===== src/rtl/spi_sampler_pkg.sv =====
// Shared types, constants and helpers for the SPI slave frame sampler.
package spi_sampler_pkg;

  // Flops in each pin synchronizer.
  localparam int SYNC_DEPTH = 2;

  // Minimum pclk periods per sclk period for reliable edge detection.
  localparam int MIN_CLK_RATIO = 4;

  // Capture FSM: IDLE waits for chip select, SHIFT collects characters.
  typedef enum logic [0:0] {
    IDLE  = 1'b0,
    SHIFT = 1'b1
  } state_t;

  // Sampling edge is rising when CPOL equals CPHA, falling otherwise.
  function automatic logic sample_rising(input logic cpol, input logic cpha);
    return cpol == cpha;
  endfunction

endpackage


===== src/rtl/spi_sync_2ff.sv =====
// Multi-flop synchronizer for one asynchronous pin, with a configurable reset value.
module spi_sync_2ff
  import spi_sampler_pkg::*;
#(
  parameter logic RST_VAL = 1'b0
) (
  input  logic clk,
  input  logic rst,
  input  logic d,
  output logic q
);

  logic [SYNC_DEPTH-1:0] sync_q;

  // Shift the pin through the synchronizer chain; the oldest flop is the output.
  always_ff @(posedge clk) begin
    if (rst) begin
      sync_q <= {SYNC_DEPTH{RST_VAL}};
    end else begin
      sync_q <= {sync_q[SYNC_DEPTH-2:0], d};
    end
  end

  assign q = sync_q[SYNC_DEPTH-1];

endmodule


===== src/rtl/spi_slave_frame_sampler.sv =====
// Samples raw SPI pins into the pclk domain, assembles MOSI/MISO characters and
// offers each completed pair to the downstream monitor.
//
// Handshake: frame_valid rises when a pair is loaded and stays high, with
// mosi_data/miso_data stable, until a cycle with frame_valid & frame_ready.
// A character completing while the held pair is not being accepted is dropped
// and sets the sticky overflow flag.
module spi_slave_frame_sampler
  import spi_sampler_pkg::*;
#(
  parameter int CHAR_LENGTH = 8,
  parameter int CPOL        = 0,
  parameter int CPHA        = 0,
  parameter int MSB_FIRST   = 1
) (
  input  logic                   pclk,
  input  logic                   areset,
  input  logic                   sclk,
  input  logic                   cs_n,
  input  logic                   mosi,
  input  logic                   miso,
  output logic                   frame_valid,
  input  logic                   frame_ready,
  output logic [CHAR_LENGTH-1:0] mosi_data,
  output logic [CHAR_LENGTH-1:0] miso_data,
  output logic                   frame_short,
  output logic                   overflow,
  output logic                   busy
);

  localparam int               CNT_W  = $clog2(CHAR_LENGTH);
  localparam logic [CNT_W-1:0] LAST   = CNT_W'(CHAR_LENGTH - 1);
  localparam logic             CPOL_B = (CPOL != 0);
  localparam logic             CPHA_B = (CPHA != 0);
  localparam logic             RISE   = sample_rising(CPOL_B, CPHA_B);

  logic sclk_s, cs_s, mosi_s, miso_s;
  logic sclk_d;
  logic sample_en;
  logic char_done;

  state_t                 state;
  logic [CNT_W-1:0]       bit_cnt;
  logic [CHAR_LENGTH-1:0] mosi_sr, miso_sr;
  logic [CHAR_LENGTH-1:0] mosi_next, miso_next;

  spi_sync_2ff #(.RST_VAL(CPOL_B)) u_sync_sclk (.clk(pclk), .rst(areset), .d(sclk), .q(sclk_s));
  spi_sync_2ff #(.RST_VAL(1'b1))   u_sync_cs   (.clk(pclk), .rst(areset), .d(cs_n), .q(cs_s));
  spi_sync_2ff #(.RST_VAL(1'b0))   u_sync_mosi (.clk(pclk), .rst(areset), .d(mosi), .q(mosi_s));
  spi_sync_2ff #(.RST_VAL(1'b0))   u_sync_miso (.clk(pclk), .rst(areset), .d(miso), .q(miso_s));

  // Delay the synchronized sclk by one cycle to expose its edges.
  always_ff @(posedge pclk) begin
    if (areset) begin
      sclk_d <= CPOL_B;
    end else begin
      sclk_d <= sclk_s;
    end
  end

  assign sample_en = !cs_s && (RISE ? (sclk_s && !sclk_d) : (!sclk_s && sclk_d));

  // Next shift-register contents with the current synchronized bits inserted.
  always_comb begin
    mosi_next = '0;
    miso_next = '0;
    if (MSB_FIRST != 0) begin
      mosi_next = {mosi_sr[CHAR_LENGTH-2:0], mosi_s};
      miso_next = {miso_sr[CHAR_LENGTH-2:0], miso_s};
    end else begin
      mosi_next = {mosi_s, mosi_sr[CHAR_LENGTH-1:1]};
      miso_next = {miso_s, miso_sr[CHAR_LENGTH-1:1]};
    end
  end

  assign char_done = (state == SHIFT) && sample_en && (bit_cnt == LAST);

  // Capture FSM: shift on sampling edges, detect chip-select release.
  always_ff @(posedge pclk) begin
    if (areset) begin
      state       <= IDLE;
      bit_cnt     <= '0;
      mosi_sr     <= '0;
      miso_sr     <= '0;
      frame_short <= 1'b0;
    end else begin
      frame_short <= 1'b0;
      case (state)
        IDLE: begin
          bit_cnt <= '0;
          if (!cs_s) state <= SHIFT;
        end
        SHIFT: begin
          if (cs_s) begin
            state   <= IDLE;
            bit_cnt <= '0;
            if (bit_cnt != '0) frame_short <= 1'b1;
          end else if (sample_en) begin
            mosi_sr <= mosi_next;
            miso_sr <= miso_next;
            bit_cnt <= (bit_cnt == LAST) ? '0 : bit_cnt + 1'b1;
          end
        end
        default: state <= IDLE;
      endcase
    end
  end

  // Holding register toward the monitor, with drop-on-full overflow tracking.
  always_ff @(posedge pclk) begin
    if (areset) begin
      frame_valid <= 1'b0;
      mosi_data   <= '0;
      miso_data   <= '0;
      overflow    <= 1'b0;
    end else if (char_done) begin
      if (!frame_valid || frame_ready) begin
        frame_valid <= 1'b1;
        mosi_data   <= mosi_next;
        miso_data   <= miso_next;
      end else begin
        overflow <= 1'b1;
      end
    end else if (frame_valid && frame_ready) begin
      frame_valid <= 1'b0;
    end
  end

  assign busy = (state == SHIFT);

endmodule


===== config.mk =====
export PLATFORM = sky130hd
export DESIGN_NAME = spi_slave_frame_sampler
export DESIGN_NICKNAME = d
export VERILOG_FILES = /design/src/rtl/spi_sampler_pkg.sv /design/src/rtl/spi_sync_2ff.sv /design/src/rtl/spi_slave_frame_sampler.sv
export SDC_FILE = /design/constraint.sdc
export NUM_CORES = 1
export LEC_CHECK = 0
export ABC_CLOCK_PERIOD_IN_PS = 3570
export CAP_MARGIN = 25
export CORE_UTILIZATION = 56
export CTS_CLUSTER_DIAMETER = 100
export DETAILED_ROUTE_END_ITERATION = 8
export PLACE_DENSITY = 0.82
export SLEW_MARGIN = 20
export SYNTH_ARGS = -nofsm -noshare
export SYNTH_HDL_FRONTEND = slang
export SYNTH_SLANG_ARGS = --single-unit

===== constraint.sdc =====
create_clock -name pclk -period 3.57 [get_ports pclk]
set_input_delay 0.714 -clock pclk [delete_from_list [all_inputs] [get_ports pclk]]
set_output_delay 0.714 -clock pclk [all_outputs]
set_load 0.01 [all_outputs]

==> out/results.txt <==
Initial core utilization = 61.6%
Final setup violation count = 0
Setup repair bufs after CTS = 0
Total Wirelength = 3.05 mm
Syn Inst Count = 185
Total number of vias = 1285
Post-CTS Resized = 0
Post-route setup slack = 1.46 ns
Cell Pwr Density = 386 mW/mm^2
Crit-path cells = ha_1 > ha_1 > clkinv_1 > nor3_4 > mux2i_1
Syn Area/Cell = 9.50 sq um
FP Rows = 19
Routed Antenna Nets = 0
Clock buffer depth = 2
LEAKAGE = 0.683 nW
Setup Skew = 0.0126 ns
Global Route Usage Sum = 20.1%
Failing checks = design-rule violations
# DRC = 2
Worst-Skew Late Latency = 0.37 ns
Most common cell on crit path = ha_1
DRT iter0 DRCs = 41
Period minus WS final = 2.11 ns
Number of enable flip-flop cells after synthesis = 0
Design area = 0.00208 sq mm
Worst Path Required = 3.86 ns
Slew Limit Headroom = 33.5%
CORE AREA = 0.00285 sq mm
Vias in the first global route = 1196
CP max-delay cell = nor3_4
Achievable Freq = 0.474 GHz
Number of max-cap violations = 0
Largest net degree at the start of global routing = 63
Routed WL per cell = 12.7 um
Number of vias per cell = 5.33
YS warnings = 0
Share of cells above drive strength 1 = 4.76%
Sequential-to-total area share from yosys stat = 52.4%
CTS root buffer = clkbuf_4
Initial antenna violation count = 0
PortBufs = 26
First-pass GRT wire length = 4.99 mm
Status = finished, violations left
Gpl congestion = 0.686
Final period util = 59.1%
Die height = 58.0 um
Hold/Removal Path Class = flip-flop to flip-flop
Hold-fix buffers, CTS = 0
CP Capture Type = flip-flop
Unrepaired setup endpoints after global routing = no
GR Overflow Total = 0
Worst-Margin Slew = 0.994 ns
Ys async rst share = 0%
Max Slew Vio Count = 0
Hold_ws = 0.425 ns
Final HPWL DP = 1.99 mm
Layout Area Growth over Synthesis = 18.1%
H-tree levels = 2
Critical path class = flip-flop to flip-flop
Worst Path Max Fanout = 16
Startpoint types = flip-flop
Final Util = 72.8%
Worst vdd ir = 0.310 mV
DRT Pass-1 Iters = 6
Critical path's largest stage delay = 0.85 ns
Internal reg-to-reg setup slack = 1.46 ns
Distinct cells, synth = 22
Total clock sinks = 46
Arrival time worst endpoint = 2.40 ns
Post-Syn Area = 0.00176 sq mm
Die ar. = 0.00337 sq mm
CTS tree = yes
Layout Nets = 219
Number of I/O pins = 27
Synth Register Bits = 46
Ant diodes = 0
Chip width = 58.0 um
Setup TNS = 0 ns
Synth Flop Type = dfxtp_1
Setup slack at placement = 1.16 ns
CTS buffer count = 5
Clock-pin slew on the worst setup and hold paths = 0.12 ns
Final Hold Fails = 0
Dpl cell area = 0.00202 sq mm
Syn Nets = 195
-- cells in the final DEF (no fill, tap or decap), drive strengths merged --
cell	Yosys	routed
buf	4	2
a31oi	1	1
clkinv	1	2
nor2b	9	9
inv	2	2
nor2	3	3
nand4bb	1	1
clkdlybuf4s50	0	26
a21oi	18	18
clkbuf	7	7
nor3	2	2
dfxtp	46	46
and2b	1	1
nand2	30	30
and4bb	1	1
mux2i	16	16
nand2b	33	33
nand3	5	5
ha	3	3
or2	2	2
-- synthesized netlist by cell type (2+ instances only) --
cell	instances	area, sq um
inv_1	2	7.51
dfxtp_1	46	921
nor2_1	3	11.3
nand3_1	5	25.0
buf_2	2	10.0
ha_1	3	37.5
mux2i_1	16	160
nand2_1	30	113
a21oi_1	18	90.1
nor2b_1	9	56.3
nand2b_1	33	206
clkbuf_1	7	26.3
or2_1	2	12.5
-- worst max-delay path, delay by kind of cell (launching register included) --
family | cells | cell delay (ns)
buffers and inverters | 1 | 0.16
AND/OR/NAND/NOR | 1 | 0.85
flip-flops | 1 | 0.39
multiplexers | 1 | 0.27
adder cells (fa/ha/maj) | 2 | 0.35
-- metal layers --
layer	GRT usage [%]	wire [um]	vias up	share of wire (%)
li1	-	-	643	-
met1	21.4	1350	603	44
met2	35.5	1510	28	50
met3	4.91	101	11	3.3
met4	12.6	91	0	3.0
met5	0	0	-	0
-- cells by family (layout without fill, tap and decap cells) --
group           Yosys count  count (layout)  synth area share (%)
simple gates             87              87                  27.1
buf+inv                  14              39                  3.77
mux                      16              16                  9.11
compound gates           19              19                  5.48
fa+ha+maj                 3               3                  2.14
flops                    46              46                  52.4
-- power breakdown --
part	total [mW]	leakage [nW]	switching, mW	internal [mW]
clock	0.255	0.0353	0.159	0.0956
sequential	0.520	0.372	0.00249	0.518
combinational	0.0256	0.276	0.0105	0.0151
-- stage by stage --
step | instances | power (mW)
floorplan | 185 | 0.547
global placement | 233 | 0.557
detailed placement | 233 | 0.558
CTS | 241 | 0.807
global route | 241 | 0.823
finish | 241 | 0.801
-- flip-flops by register name, summed over array words and instances, names as in the netlist --
name                count
busy                    1
overflow                1
miso_data               8
mosi_sr                 7
bit_cnt                 3
sclk_d                  1
miso_sr                 7
u_sync_cs.sync_q        2
mosi_data               8
u_sync_miso.sync_q      2
frame_valid             1
u_sync_mosi.sync_q      2
frame_short             1
u_sync_sclk.sync_q      2
-- area by class of cell --
| class | instances | area, sq um |
|---|---|---|
| sequential | 46 | 921 |
| fill | 220 | 776 |
| inverter | 3 | 11.3 |
| multi-input combinational | 125 | 771 |
| clock inverter | 1 | 5.00 |
| timing repair buffer | 28 | 275 |
| tap | 31 | 38.8 |
| clock buffer | 7 | 55.1 |
-- path summary, 6_finish.rpt --
path	startpoint	end	cells past startpoint
worst max-delay path	bit_cnt[0]$_SDFFE_PP0P_	miso_data[0]$_SDFFE_PP0P_	5
worst min-delay path	u_sync_cs.sync_q[0]$_SDFF_PP1_	u_sync_cs.sync_q[1]$_SDFF_PP1_	1
worst max register to register	bit_cnt[0]$_SDFFE_PP0P_	miso_data[0]$_SDFFE_PP0P_	5
worst min register to register	u_sync_cs.sync_q[0]$_SDFF_PP1_	u_sync_cs.sync_q[1]$_SDFF_PP1_	1
Note: power is estimated with default switching activity, not from simulation.
